==> config.mk <==
export PLATFORM = sky130hd
export DESIGN_NAME = lsu_mem_master_flat
export DESIGN_NICKNAME = d
export VERILOG_FILES = /design/src/rtl/lsu_mem_master_if.sv /design/src/rtl/lsu_mem_master.sv /design/src/flat_wrapper.sv
export SDC_FILE = /design/constraint.sdc
export NUM_CORES = 1
export LEC_CHECK = 0
export ABC_CLOCK_PERIOD_IN_PS = 10300
export CAP_MARGIN = 20
export CORE_UTILIZATION = 50
export DETAILED_ROUTE_END_ITERATION = 8
export PLACE_DENSITY_LB_ADDON = 0.25
export SLEW_MARGIN = 20
export SYNTH_ARGS = -nofsm -noshare
export SYNTH_HDL_FRONTEND = slang
export SYNTH_SLANG_ARGS = --single-unit
==> constraint.sdc <==
create_clock -name clk -period 10.3 [get_ports clk]
set_clock_uncertainty 0.1 [all_clocks]
set_input_delay 2.06 -clock clk [delete_from_list [all_inputs] [get_ports clk]]
set_output_delay 2.06 -clock clk [all_outputs]
set_load 0.02 [all_outputs]
==> src/rtl/lsu_mem_master_if.sv <==
// lsu_mem_master_if - bundles the core request/response handshake and the
// word-wide data memory port of the load/store unit.
//   req_*  : core -> LSU request (valid/ready handshake, funct3, address, store data)
//   rsp_*  : LSU -> core one-cycle response pulse with load data and error code
//   mem_*  : LSU -> memory word access; mem_rdata_i returns the cycle after mem_re_o
// Modport master is the LSU itself; slave is the environment (core + memory).
interface lsu_mem_master_if;
    logic        req_valid_i;
    logic        req_ready_o;
    logic        req_we_i;
    logic [2:0]  req_funct3_i;
    logic [31:0] req_addr_i;
    logic [31:0] req_wdata_i;

    logic        rsp_valid_o;
    logic [31:0] rsp_rdata_o;
    logic [1:0]  rsp_err_o;

    logic        mem_re_o;
    logic        mem_we_o;
    logic [31:0] mem_addr_o;
    logic [31:0] mem_wdata_o;
    logic [31:0] mem_rdata_i;

    modport master (
        input  req_valid_i, req_we_i, req_funct3_i, req_addr_i, req_wdata_i,
        output req_ready_o,
        output rsp_valid_o, rsp_rdata_o, rsp_err_o,
        output mem_re_o, mem_we_o, mem_addr_o, mem_wdata_o,
        input  mem_rdata_i
    );

    modport slave (
        output req_valid_i, req_we_i, req_funct3_i, req_addr_i, req_wdata_i,
        input  req_ready_o,
        input  rsp_valid_o, rsp_rdata_o, rsp_err_o,
        input  mem_re_o, mem_we_o, mem_addr_o, mem_wdata_o,
        output mem_rdata_i
    );
endinterface

==> src/rtl/lsu_mem_master.sv <==
// lsu_mem_master - load/store initiator between the execute stage and a
// byte-addressed data memory with a 1-cycle registered read port and
// full-word writes.
//   clk   : clock
//   rst_n : asynchronous reset, active HIGH (asserted while rst_n = 1)
//   bus   : lsu_mem_master_if.master - request/response handshake and memory port
// Loads read the containing word and extract/extend the addressed lane.
// SW writes directly; SB/SH do read-modify-write. Faulting requests answer
// with an error code and never touch memory.
//
// state   | meaning
// IDLE    | ready for a request
// LD_REQ  | load: issue word read
// LD_CAP  | load: capture lane from read data, extend
// ST_WR   | SW: write full word
// RMW_RD  | SB/SH: read containing word
// RMW_MRG | SB/SH: merge store lane into read word
// RMW_WR  | SB/SH: write merged word
// RESP    | one-cycle response to the core
module lsu_mem_master #(
    parameter int unsigned MEM_BYTES = 512
) (
    input logic               clk,
    input logic               rst_n,
    lsu_mem_master_if.master  bus
);

    localparam logic [31:0] LAST_WORD = 32'(MEM_BYTES - 4);

    localparam logic [1:0] ERR_OK    = 2'b00;
    localparam logic [1:0] ERR_ALIGN = 2'b01;
    localparam logic [1:0] ERR_RANGE = 2'b10;
    localparam logic [1:0] ERR_ILL   = 2'b11;

    typedef enum logic [2:0] {
        IDLE,
        LD_REQ,
        LD_CAP,
        ST_WR,
        RMW_RD,
        RMW_MRG,
        RMW_WR,
        RESP
    } state_t;

    state_t      state;
    state_t      state_nxt;

    logic        lat_we;
    logic [2:0]  lat_f3;
    logic [31:0] lat_addr;
    logic [31:0] lat_wdata;
    logic [1:0]  err_q;
    logic [31:0] data_q;

    logic        req_ready;
    logic        accept;
    logic [1:0]  req_err;
    logic [31:0] load_ext;
    logic [31:0] merged;

    logic        mem_re;
    logic        mem_we;
    logic [31:0] mem_addr;
    logic [31:0] mem_wdata;
    logic        rsp_valid;
    logic [31:0] rsp_rdata;
    logic [1:0]  rsp_err;

    // First matching fault wins: illegal funct3, then alignment, then range.
    function automatic logic [1:0] check_req(input logic we, input logic [2:0] f3,
                                             input logic [31:0] addr);
        logic illegal;
        logic misaligned;
        if (we)
            illegal = f3[2] | (f3[1:0] == 2'b11);
        else
            illegal = (f3 == 3'b011) | (f3 == 3'b110) | (f3 == 3'b111);
        misaligned = ((f3[1:0] == 2'b01) & addr[0]) |
                     ((f3[1:0] == 2'b10) & (addr[1:0] != 2'b00));
        if (illegal)
            return ERR_ILL;
        else if (misaligned)
            return ERR_ALIGN;
        else if ({addr[31:2], 2'b00} > LAST_WORD)
            return ERR_RANGE;
        else
            return ERR_OK;
    endfunction

    // Ready is withheld while reset is asserted so nothing is accepted then.
    assign req_ready = (state == IDLE) & ~rst_n;
    assign accept    = bus.req_valid_i & req_ready;
    assign req_err   = check_req(bus.req_we_i, bus.req_funct3_i, bus.req_addr_i);

    // Lane extraction and extension of the word returned by memory.
    always_comb begin
        logic [31:0] shifted;
        logic [7:0]  lane_b;
        logic [15:0] lane_h;
        shifted = bus.mem_rdata_i >> {lat_addr[1:0], 3'b000};
        lane_b  = shifted[7:0];
        lane_h  = lat_addr[1] ? bus.mem_rdata_i[31:16] : bus.mem_rdata_i[15:0];
        case (lat_f3)
            3'b000:  load_ext = {{24{lane_b[7]}}, lane_b};
            3'b100:  load_ext = {24'h000000, lane_b};
            3'b001:  load_ext = {{16{lane_h[15]}}, lane_h};
            3'b101:  load_ext = {16'h0000, lane_h};
            default: load_ext = bus.mem_rdata_i;
        endcase
    end

    // Store lane merged into the word read back for SB/SH.
    always_comb begin
        merged = bus.mem_rdata_i;
        if (lat_f3[1:0] == 2'b00) begin
            case (lat_addr[1:0])
                2'b00:   merged[7:0]   = lat_wdata[7:0];
                2'b01:   merged[15:8]  = lat_wdata[7:0];
                2'b10:   merged[23:16] = lat_wdata[7:0];
                default: merged[31:24] = lat_wdata[7:0];
            endcase
        end else begin
            if (lat_addr[1])
                merged[31:16] = lat_wdata[15:0];
            else
                merged[15:0]  = lat_wdata[15:0];
        end
    end

    always_ff @(posedge clk or posedge rst_n) begin
        if (rst_n)
            state <= IDLE;
        else
            state <= state_nxt;
    end

    always_comb begin
        state_nxt = state;
        mem_re    = 1'b0;
        mem_we    = 1'b0;
        mem_addr  = 32'h0;
        mem_wdata = 32'h0;
        rsp_valid = 1'b0;
        rsp_rdata = 32'h0;
        rsp_err   = 2'b00;
        case (state)
            IDLE: begin
                if (accept) begin
                    if (req_err != ERR_OK)
                        state_nxt = RESP;
                    else if (!bus.req_we_i)
                        state_nxt = LD_REQ;
                    else if (bus.req_funct3_i[1:0] == 2'b10)
                        state_nxt = ST_WR;
                    else
                        state_nxt = RMW_RD;
                end
            end
            LD_REQ: begin
                mem_re    = 1'b1;
                mem_addr  = {lat_addr[31:2], 2'b00};
                state_nxt = LD_CAP;
            end
            LD_CAP: begin
                state_nxt = RESP;
            end
            ST_WR: begin
                mem_we    = 1'b1;
                mem_addr  = {lat_addr[31:2], 2'b00};
                mem_wdata = lat_wdata;
                state_nxt = RESP;
            end
            RMW_RD: begin
                mem_re    = 1'b1;
                mem_addr  = {lat_addr[31:2], 2'b00};
                state_nxt = RMW_MRG;
            end
            RMW_MRG: begin
                state_nxt = RMW_WR;
            end
            RMW_WR: begin
                mem_we    = 1'b1;
                mem_addr  = {lat_addr[31:2], 2'b00};
                mem_wdata = data_q;
                state_nxt = RESP;
            end
            RESP: begin
                rsp_valid = 1'b1;
                rsp_err   = err_q;
                // data_q holds the merged word after an RMW; stores report 0.
                if (!lat_we && err_q == ERR_OK)
                    rsp_rdata = data_q;
                state_nxt = IDLE;
            end
            default: begin
                state_nxt = IDLE;
            end
        endcase
    end

    always_ff @(posedge clk or posedge rst_n) begin
        if (rst_n) begin
            lat_we    <= 1'b0;
            lat_f3    <= 3'b000;
            lat_addr  <= 32'h0;
            lat_wdata <= 32'h0;
            err_q     <= 2'b00;
            data_q    <= 32'h0;
        end else begin
            if (accept) begin
                lat_we    <= bus.req_we_i;
                lat_f3    <= bus.req_funct3_i;
                lat_addr  <= bus.req_addr_i;
                lat_wdata <= bus.req_wdata_i;
                err_q     <= req_err;
                data_q    <= 32'h0;
            end else if (state == LD_CAP) begin
                data_q <= load_ext;
            end else if (state == RMW_MRG) begin
                data_q <= merged;
            end
        end
    end

    assign bus.req_ready_o = req_ready;
    assign bus.rsp_valid_o = rsp_valid;
    assign bus.rsp_rdata_o = rsp_rdata;
    assign bus.rsp_err_o   = rsp_err;
    assign bus.mem_re_o    = mem_re;
    assign bus.mem_we_o    = mem_we;
    assign bus.mem_addr_o  = mem_addr;
    assign bus.mem_wdata_o = mem_wdata;

endmodule

==> src/flat_wrapper.sv <==
// flat-port wrapper written by rule: the top's interface ports become plain ports
module lsu_mem_master_flat 
#(
    parameter int unsigned MEM_BYTES = 512
)
  (clk, rst_n, bus_req_valid_i, bus_req_we_i, bus_req_funct3_i, bus_req_addr_i, bus_req_wdata_i, bus_req_ready_o, bus_rsp_valid_o, bus_rsp_rdata_o, bus_rsp_err_o, bus_mem_re_o, bus_mem_we_o, bus_mem_addr_o, bus_mem_wdata_o, bus_mem_rdata_i);
  lsu_mem_master_if bus_i ();
  input logic clk;
  input logic rst_n;
  input wire logic [$bits(bus_i.req_valid_i)-1:0] bus_req_valid_i;
  input wire logic [$bits(bus_i.req_we_i)-1:0] bus_req_we_i;
  input wire logic [$bits(bus_i.req_funct3_i)-1:0] bus_req_funct3_i;
  input wire logic [$bits(bus_i.req_addr_i)-1:0] bus_req_addr_i;
  input wire logic [$bits(bus_i.req_wdata_i)-1:0] bus_req_wdata_i;
  output wire logic [$bits(bus_i.req_ready_o)-1:0] bus_req_ready_o;
  output wire logic [$bits(bus_i.rsp_valid_o)-1:0] bus_rsp_valid_o;
  output wire logic [$bits(bus_i.rsp_rdata_o)-1:0] bus_rsp_rdata_o;
  output wire logic [$bits(bus_i.rsp_err_o)-1:0] bus_rsp_err_o;
  output wire logic [$bits(bus_i.mem_re_o)-1:0] bus_mem_re_o;
  output wire logic [$bits(bus_i.mem_we_o)-1:0] bus_mem_we_o;
  output wire logic [$bits(bus_i.mem_addr_o)-1:0] bus_mem_addr_o;
  output wire logic [$bits(bus_i.mem_wdata_o)-1:0] bus_mem_wdata_o;
  input wire logic [$bits(bus_i.mem_rdata_i)-1:0] bus_mem_rdata_i;
  assign bus_i.req_valid_i = bus_req_valid_i;
  assign bus_i.req_we_i = bus_req_we_i;
  assign bus_i.req_funct3_i = bus_req_funct3_i;
  assign bus_i.req_addr_i = bus_req_addr_i;
  assign bus_i.req_wdata_i = bus_req_wdata_i;
  assign bus_req_ready_o = bus_i.req_ready_o;
  assign bus_rsp_valid_o = bus_i.rsp_valid_o;
  assign bus_rsp_rdata_o = bus_i.rsp_rdata_o;
  assign bus_rsp_err_o = bus_i.rsp_err_o;
  assign bus_mem_re_o = bus_i.mem_re_o;
  assign bus_mem_we_o = bus_i.mem_we_o;
  assign bus_mem_addr_o = bus_i.mem_addr_o;
  assign bus_mem_wdata_o = bus_i.mem_wdata_o;
  assign bus_i.mem_rdata_i = bus_mem_rdata_i;
  lsu_mem_master #(.MEM_BYTES(MEM_BYTES)) u_core (.clk(clk), .rst_n(rst_n), .bus(bus_i));
endmodule
==> run metrics, run 1 <==
status finished clean; clk slew on worst S/H paths 0.07 ns; Fin Setup TNS 0 ns; total CTS buffers 9; fraction of layout cells with a size suffix above 1 0.1095; Final #Nets 911; Core Rows 40; Worst setup SP type primary input; P_leak 3.693 nW; TritonCTS Sinks 105; fmax 0.1793 GHz; Resize count post-CTS 0; ys flop type dfrtp_1; Final period util 0.5414; met3 Track Usage GR 0.07598; final setup fails 0; I/O pin cnt 205; DIE HEIGHT 113.5 um; share of the synthesized area in the top cell type 0.4230; critical path class primary input to primary output; final wirelength 18,570 um; DIE WIDTH 113.5 um; first-pass GRT wire length 29,460 um; crit path max fanout 3; CTS H-tree lvls 3; filler cell count 879; global route hottest layer met2; Synth Area per Inst 9.705 um^2; router iterations before antenna repair 5; YS warnings 0; Synth area leader dfrtp_1; post-synthesis sequential area ratio 0.4230; Slew Viols, Final 0; Hold WS 0.4020 ns; final RePlAce weighted congestion 0.8691; Rel. slew slack 0.3920; commonest non-fill, non-tap cell in the layout clkdlybuf4s50_1; die area 12,870 um^2; via count 5,804; maxcap violations 0; core footprint 12,060 um^2; initial DRC count 452; GR Overflow Total 0; CTS Hold Bufs 0; Post-synth EDFFs 0; synthesized instance count 640; pwr/cell area 296.3 nW/um^2; Clock Tree Buf Depth 2; met2 Usage GRT 0.4789; Netlist Area Pre-Place 6211 um^2; critical path arrival 3.42 ns; Crit path required time 8.14 ns; min cycle time layout 5.577 ns; most frequent cells in the layout clkdlybuf4s50_1 (202), dfrtp_1 (105), nand2_1 (67); Port Buffers 202; vias per cell 5.916; GRT Overall Usage 0.2963; # DRC 0; top cells by area, synth dfrtp_1 (42%), mux2_2 (9.1%), and2_1 (6.5%); area grow syn2layout 38.86%; Synth cell types 54; Slew @ Worst Pin 0.9120 ns; initial core utilization 0.5149; RSZ-0062 raised after global routing no; Hold WC Path Type flip-flop to flip-flop; DR WL/cell 18.93 um; Async SR Flop Fraction 1.000; CTS tree yes; largest net degree at the start of global routing 68; Seq cells post-synth 105; CP Capture Type primary output; antenna-violating nets left 0; Clk Latency, worst-skew pair 0.36 ns; detailed placer's ending HPWL 13,130 um; diodes inserted 0; clock root cell clkbuf_16; Setup Buffers After CTS 0; initial antenna violation count 0; peak supply drop 0.1703 mV; Final Hold Violating Endpoints 0; vias in the first global route 5,668; grt met1 use 0.3726
metal layers:
metal / vias up / wire [um]
li1: 2633 / -
met2: 343 / 8773
met5: - / 0
met1: 2771 / 7492
met3: 57 / 1584
met4: 0 / 723
kinds of logic (layout without fill, tap and decap cells):
kind of cell / after synthesis / count (layout) / share of synthesized area
and+or+nand+nor: 228 / 228 / 0.1994
AOI/OAI and AO/OA: 157 / 157 / 0.1884
DFF: 105 / 105 / 0.4230
muxes: 79 / 79 / 0.1394
buffers and inverters: 69 / 241 / 0.04774
other: 1 / 2 / 0.0006038
xor gates and xnor gates: 1 / 1 / 0.001410
state kept, by name (all words and copies together), names as in the netlist:
| register | cells |
|---|---|
| u_core.lat_we | 1 |
| u_core.data_q | 32 |
| u_core.lat_f3 | 3 |
| u_core.err_q | 2 |
| u_core.lat_wdata | 32 |
| u_core.lat_addr | 32 |
| u_core.state | 3 |
critical path, cell delays in order:
cell and delay, ns:
clkdlybuf4s50_1 0.48, nor4_1 0.22, clkdlybuf4s50_1 0.66
Yosys cell counts (all sizes together), types with 2 or more instances:
| library cell | instances |
|---|---|
| and3 | 2 |
| o21a | 8 |
| o211ai | 6 |
| clkbuf | 33 |
| nor2b | 16 |
| o21ai | 37 |
| and2 | 65 |
| buf | 23 |
| nand2 | 67 |
| o21bai | 2 |
| o221ai | 15 |
| nor3b | 2 |
| mux2i | 28 |
| inv | 13 |
| a31oi | 10 |
| nor4bb | 8 |
| nand2b | 10 |
| dfrtp | 105 |
| a221oi | 8 |
| a21o | 3 |
| mux2 | 50 |
| a22o | 40 |
| nor2 | 22 |
| nor4 | 7 |
| and3b | 2 |
| nand3 | 15 |
| a21oi | 13 |
| nand3b | 3 |
| a211o | 8 |
| nor3 | 5 |
cell type report:
type,count,area (um^2),area share
inverters,13,51.30,0.005948
repair buffers,212,2097,0.2431
multi-input cells,467,3326,0.3856
clock buffers,9,225.2,0.02611
well taps,168,210.2,0.02437
clock inverters,7,87.58,0.01016
flip-flops and latches,105,2628,0.3047
final timing paths:
check	startpoint	to	slack, ns	cells after the start
setup / recovery	rst_n	bus_req_ready_o	4.72	3
hold / removal	u_core.lat_addr[15]	u_core.lat_addr[15]	0.40	1
setup reg to reg	u_core.lat_f3[1]	u_core.data_q[7]	7.50	5
hold reg to reg	u_core.lat_addr[15]	u_core.lat_addr[15]	0.40	1
max in group asynchronous	rst_n	u_core.data_q[13]	6.82	3
min in group asynchronous	rst_n	u_core.lat_addr[6]	2.04	2
power by group:
group	switching [mW]	internal [mW]	total (mW)
sequential	0.203	0.608	0.811
combinational	0.718	0.665	1.38
clock	0.168	0.194	0.361
stage by stage:
step,instances,power [mW],util,setup slack [ns],area [um^2]
5_1_grt,981,2.703,0.7150,4.638,8625
6_report,981,2.555,0.7150,4.723,8625
3_5_place_dp,965,2.176,0.6882,4.740,8300
2_1_floorplan,641,1.653,-,5.379,6215
4_1_cts,981,2.547,0.7141,4.716,8613
3_3_place_gp,965,2.131,0.6879,4.727,8297
Power figures use the tool's default switching activity.
==> run 2: changes to the inputs <==
--- a/config.mk
+++ b/config.mk
@@ -5,9 +5,9 @@
 export SDC_FILE = /design/constraint.sdc
 export NUM_CORES = 1
 export LEC_CHECK = 0
-export ABC_CLOCK_PERIOD_IN_PS = 10300
+export ABC_CLOCK_PERIOD_IN_PS = 5800
 export CAP_MARGIN = 20
-export CORE_UTILIZATION = 50
+export CORE_UTILIZATION = 47
 export DETAILED_ROUTE_END_ITERATION = 8
 export PLACE_DENSITY_LB_ADDON = 0.25
 export SLEW_MARGIN = 20
==> constraint.sdc (replaced) <==
create_clock -name clk -period 5.8 [get_ports clk]
set_clock_uncertainty 0.1 [all_clocks]
set_input_delay 1.16 -clock clk [delete_from_list [all_inputs] [get_ports clk]]
set_output_delay 1.16 -clock clk [all_outputs]
set_load 0.02 [all_outputs]
==> run 2 against run 1 <==
Compared with the run above: hold slack got worse by 0.0018 ns; critical path type is now flip-flop to primary output; sequential share of layout area did not move; sequential power is 74% higher; first-iteration DRC count is 13% higher.
==> run metrics, run 2 (synthesis gave the netlist of run 1 again) <==
Crit path required time 4.54 ns (-3.60 ns); final RePlAce weighted congestion 0.8556 (-1.6%); initial core utilization 0.4862 (-0.02870); Port Buffers 202 (unchanged); fraction of layout cells with a size suffix above 1 0.1093 (-0.0001345); Max Used Layer met4; final setup fails 0 (unchanged); vias in the first global route 5,513 (-2.7%); DR WL met2 9149 um (+4.3%); Hold WC Path Type flip-flop to flip-flop; maxcap violations 0 (unchanged); router iterations before antenna repair 5 (unchanged); vias per cell 5.819 (-1.6%); antenna-violating nets left 0 (unchanged); WL met3 1478 um (-6.7%); largest net degree at the start of global routing 68 (unchanged); Final period util 0.7239; initial DRC count 513 (+13%); Largest regs u_core.data_q: 32 flops, u_core.lat_addr: 32 flops, u_core.lat_wdata: 32 flops; Worst setup startpoint u_core.state[0]; RR Startpoint u_core.lat_f3[1]; Clock Tree Buf Depth 2 (unchanged); CTS tree yes; DIE HEIGHT 117.0 um (+3.1%); Worst R2R End u_core.data_q[7]; Hold WS 0.4002 ns (-0.001832 ns); # DRC 0 (unchanged); clock root cell clkbuf_16; Resize count post-CTS 0 (unchanged); worst setup path end bus_mem_wdata_o[31]; Worst setup SP type flip-flop; TritonCTS Sinks 105 (unchanged); Setup Buffers After CTS 0 (unchanged); critical path class flip-flop to primary output; area grow syn2layout 38.86% (unchanged); commonest non-fill, non-tap cell in the layout clkdlybuf4s50_1; GR Overflow Total 0 (unchanged); CTS H-tree lvls 3 (unchanged); worst reg-to-reg path cell count 5 (unchanged); Final #Nets 912 (+0.11%); first-pass GRT wire length 29,630 um (+0.56%); peak supply drop 0.3128 mV (+84%); GRT Overall Usage 0.2872 (-0.009086); total power 4.546 mW (+78%); P_leak 3.689 nW (about the same); fin util 0.6752 (-0.03985); DIE WIDTH 117.0 um (+3.1%); core footprint 12,770 um^2 (+5.9%); I/O pin cnt 205 (unchanged); most frequent cells in the layout clkdlybuf4s50_1 (202), dfrtp_1 (105), nand2_1 (67); RSZ-0062 raised after global routing no; clk slew on worst S/H paths 0.08 ns (about the same); fmax 0.2382 GHz; pwr/cell area 527.1 nW/um^2 (+78%); CTS Hold Bufs 0 (unchanged); min cycle time layout 4.199 ns; die area 13,680 um^2 (+6.3%); filler cell count 961 (+9.3%); DR WL/cell 19.28 um (+1.9%); Slew Viols, Final 0 (unchanged); initial antenna violation count 0 (unchanged); status finished clean; Clk Latency, worst-skew pair 0.36 ns (about the same); Final Instance Area 8625 um^2 (unchanged); Rel. slew slack 0.3949 (+0.002937); crit path max fanout 18 (+15); Core Rows 41 (+2.5%); Slew @ Worst Pin 0.9076 ns (-0.004406 ns); wire length on met1 7788 um (+4.0%); total CTS buffers 9 (unchanged); detailed placer's ending HPWL 13,610 um (+3.7%); CP Capture Type primary output; via count 5,738 (-1.1%); Placed Area 8309 um^2 (+0.11%); diodes inserted 0 (unchanged); Final Hold Violating Endpoints 0 (unchanged); Fin Setup TNS 0 ns (unchanged); final wirelength 19,020 um (+2.4%); Worst R2R Setup Slack 3.23 ns (-4.27 ns); critical path arrival 2.94 ns (-0.48 ns)
run 2: cell count changes in the layout (fill, tap and decap cells not counted):
cell        change
buf_4           +1
clkinv_4        +1
clkinv_8        -1
clkinvlp_4      +1
inv_6           -1
o21ai_1         +1
o21ai_2         -1
run 2: layout make-up:
class | count | area, um^2 | share of cell area
Sequential cell | 105 | 2628 | 0.3047
Multi-Input combinational cell | 467 | 3322 | 0.3852
Timing Repair Buffer | 213 | 2105 | 0.2440
Clock inverter | 7 | 78.83 | 0.009140
Inverter | 13 | 51.30 | 0.005948
Tap cell | 172 | 215.2 | 0.02495
Clock buffer | 9 | 225.2 | 0.02611
run 2: worst min path at each step:
stage,startpoint,endpoint,slack [ns],cells after the start
finish,u_core.lat_addr[6],u_core.lat_addr[6],0.40,1
global placement,u_core.lat_addr[16],u_core.lat_addr[16],0.38,1
global route,u_core.lat_addr[18],u_core.lat_addr[18],0.41,1
CTS,u_core.lat_addr[6],u_core.lat_addr[6],0.40,1
detailed placement,u_core.lat_addr[6],u_core.lat_addr[6],0.39,1
floorplan,u_core.lat_f3[2],u_core.lat_f3[2],0.36,2
run 2: per-stage QoR:
stage,instances,worst slack [ns]
5_1_grt,986,1.451
3_5_place_dp,970,2.012
4_1_cts,986,1.619
6_report,986,1.601
3_3_place_gp,970,2.008
2_1_floorplan,641,1.779
run 2: report_power, final:
| part | internal (mW) | switching (mW) |
|---|---|---|
| sequential | 1.08 | 0.334 |
| combinational | 1.18 | 1.32 |
| clock | 0.340 | 0.292 |
run 2: critical path, cell delays in order (launching register included):
cell and delay [ns]:
dfrtp_1 0.53, inv_1 0.16, and3_1 0.71, buf_4 0.36, a22o_1 0.19, clkdlybuf4s50_1 0.63
run 2: layer usage:
metal	up-vias	GRT usage
met4	0	0.1224
li1	2639	-
met5	-	0
met3	40	0.06231
met1	2789	0.3748
met2	270	0.4631
==> run 3: changes to the inputs <==
--- a/config.mk
+++ b/config.mk
@@ -5,7 +5,7 @@
 export SDC_FILE = /design/constraint.sdc
 export NUM_CORES = 1
 export LEC_CHECK = 0
-export ABC_CLOCK_PERIOD_IN_PS = 5800
+export ABC_CLOCK_PERIOD_IN_PS = 4400
 export CAP_MARGIN = 20
 export CORE_UTILIZATION = 47
 export DETAILED_ROUTE_END_ITERATION = 8
==> constraint.sdc (replaced) <==
create_clock -name clk -period 4.4 [get_ports clk]
set_clock_uncertainty 0.1 [all_clocks]
set_input_delay 0.88 -clock clk [delete_from_list [all_inputs] [get_ports clk]]
set_output_delay 0.88 -clock clk [all_outputs]
set_load 0.02 [all_outputs]
==> run 3 against run 2 <==
Compared with the run above: die area did not move; setup slack worse by 0.96 ns; sequential power is 38% higher; clock power rose by 29%; cell count grew 0.61%; via count increased by 0.66%; critical endpoint is now bus_mem_wdata_o[13]; largest cell class unchanged.
==> run metrics, run 3 (synthesis gave the netlist of run 1 again) <==
Comb power frac 0.539 (-0.011); crit path max fanout 22 (+4); Place WS 1.053 ns (-0.9591 ns); die area 13,680 um^2 (unchanged); fraction of layout cells with a size suffix above 1 0.1146 (+0.005298); Crit path required time 3.42 ns (-1.12 ns); Rel. slew slack 0.2826 (-0.1124); CTS tree yes; Core Rows 41 (unchanged); detailed placer's ending HPWL 13,920 um (+2.3%); Net Sw Power 2.542 mW (+31%); CTS H-tree lvls 3 (unchanged); GRT Overall Usage 0.2914 (+0.004236); final setup fails 0 (unchanged); Hold WC Path Type flip-flop to flip-flop; Storage cell area 2628 um^2 (unchanged); filler cell count 984 (+2.4%); status finished clean; critical path class flip-flop to primary output; DIE HEIGHT 117.0 um (unchanged); clock root cell clkbuf_16; initial DRC count 397 (-23%); first-pass GRT wire length 29,970 um (+1.2%); Fin Setup TNS 0 ns (unchanged); Clk Latency, worst-skew pair 0.35 ns (about the same); peak supply drop 0.4028 mV (+29%); Port Buffers 202 (unchanged); Seq pwr share 0.324 (+0.013); min cycle time layout 3.754 ns; RSZ-0062 raised after global routing no; via count 5,776 (+0.66%); DR WL/cell 19.61 um (+1.7%); antenna-violating nets left 0 (unchanged); Final period util 0.8532; # DRC 0 (unchanged); commonest non-fill, non-tap cell in the layout clkdlybuf4s50_1; CP Capture Type primary output; maxcap violations 0 (unchanged); pwr/cell area 691.8 nW/um^2 (+31%); Worst setup SP type flip-flop; critical path arrival 2.77 ns (-0.17 ns); P_leak 3.713 nW (+0.64%); diodes inserted 0 (unchanged); final RePlAce weighted congestion 0.8663 (+1.3%); I/O pin cnt 205 (unchanged); vias in the first global route 5,776 (+4.8%); Hold Crit Depth 1 (unchanged); Slew Viols, Final 0 (unchanged); core footprint 12,770 um^2 (unchanged); initial antenna violation count 0 (unchanged); DIE WIDTH 117.0 um (unchanged); RR Startpoint u_core.lat_f3[0]; Hold WS 0.4022 ns (+0.002034 ns); Final WS setup 0.6460 ns (-0.9551 ns); area grow syn2layout 39.30%; Final #Nets 918 (+0.66%); multi-input logic area 3311 um^2 (-0.34%); Resize count post-CTS 0 (unchanged); fmax 0.2664 GHz; Largest regs u_core.data_q: 32 flops, u_core.lat_addr: 32 flops, u_core.lat_wdata: 32 flops; Final Hold Violating Endpoints 0 (unchanged); Slew @ Worst Pin 1.076 ns (+0.1685 ns); most frequent cells in the layout clkdlybuf4s50_1 (202), dfrtp_1 (105), nand2_1 (67); clk slew on worst S/H paths 0.07 ns (about the same); clock share of power 0.137 (-0.002); Setup Buffers After CTS 0 (unchanged); hold_sp u_core.lat_addr[30]; CTS Hold Bufs 0 (unchanged); GR Overflow Total 0 (unchanged); Pint 3.443 mW (+32%); vias per cell 5.823 (about the same); router iterations before antenna repair 5 (unchanged); final wirelength 19,450 um (+2.3%); worst reg-to-reg path cell count 5 (unchanged); TritonCTS Sinks 105 (unchanged); largest net degree at the start of global routing 68 (unchanged); total CTS buffers 9 (unchanged); initial core utilization 0.4862 (unchanged); Worst setup startpoint u_core.state[1]; sw frac 0.4248 (-0.002625); Clock Tree Buf Depth 2 (unchanged)
-- run 3: changes by cell type in the layout (fill, tap and decap cells not counted) --
cell      previous run  this run
buf_4               11        17
clkbuf_1             0         1
clkbuf_8             0         1
clkinv_2             1         2
clkinv_4             1         0
inv_6                1         0
inv_8                1         0
xor2_2               0         1
xor2_4               1         0
-- run 3: power by group through the flow --
stage	sequential [mW]	clock [mW]	combinational, mW
6_report	1.94	0.818	3.23
5_1_grt	2.00	0.873	3.46
2_1_floorplan	1.65	0	2.22
3_5_place_dp	1.94	0	3.21
3_3_place_gp	1.91	0	3.13
4_1_cts	1.93	0.834	3.23
-- run 3: worst paths after layout --
kind	end	slack (ns)
min in group asynchronous	u_core.lat_addr[4]	1.01
max in group asynchronous	u_core.lat_wdata[22]	2.38
max	bus_mem_wdata_o[13]	0.65
min reg2reg	u_core.lat_addr[30]	0.40
max reg2reg	u_core.data_q[28]	1.59
min	u_core.lat_addr[30]	0.40
-- run 3: metal layers --
metal | part of all wire | vias to the layer above | track usage | wire (um)
met3 | 0.079 | 44 | 0.07775 | 1531
met4 | 0.028 | 0 | 0.1131 | 554
li1 | - | 2647 | - | -
met1 | 0.40 | 2815 | 0.3522 | 7774
met5 | 0 | - | 0 | 0
met2 | 0.49 | 270 | 0.4974 | 9591
-- run 3: stage by stage --
| stage | utilization | area (um^2) | total power [mW] | instances |
|---|---|---|---|---|
| after floorplan | - | 6215 | 3.869 | 641 |
| after global placement | 0.6540 | 8354 | 5.042 | 976 |
| after detailed placement | 0.6540 | 8354 | 5.147 | 976 |
| after CTS | 0.6773 | 8652 | 5.989 | 992 |
| after global routing | 0.6773 | 8652 | 6.332 | 992 |
| final | 0.6773 | 8652 | 5.985 | 992 |
-- run 3: area by class of cell --
cell class,count,share of cell area
Timing Repair Buffer,219,0.2484
Inverter,13,0.005929
Multi-Input combinational cell,467,0.3826
Clock buffer,11,0.02805
Clock inverter,5,0.006363
Sequential cell,105,0.3037
Tap cell,172,0.02487
-- run 3: critical path, stage by stage, from the launching register on --
cell,delay [ns]
dfrtp_1,0.60
and3_1,0.61
buf_4,0.39
a22o_1,0.20
clkdlybuf4s50_1,0.60
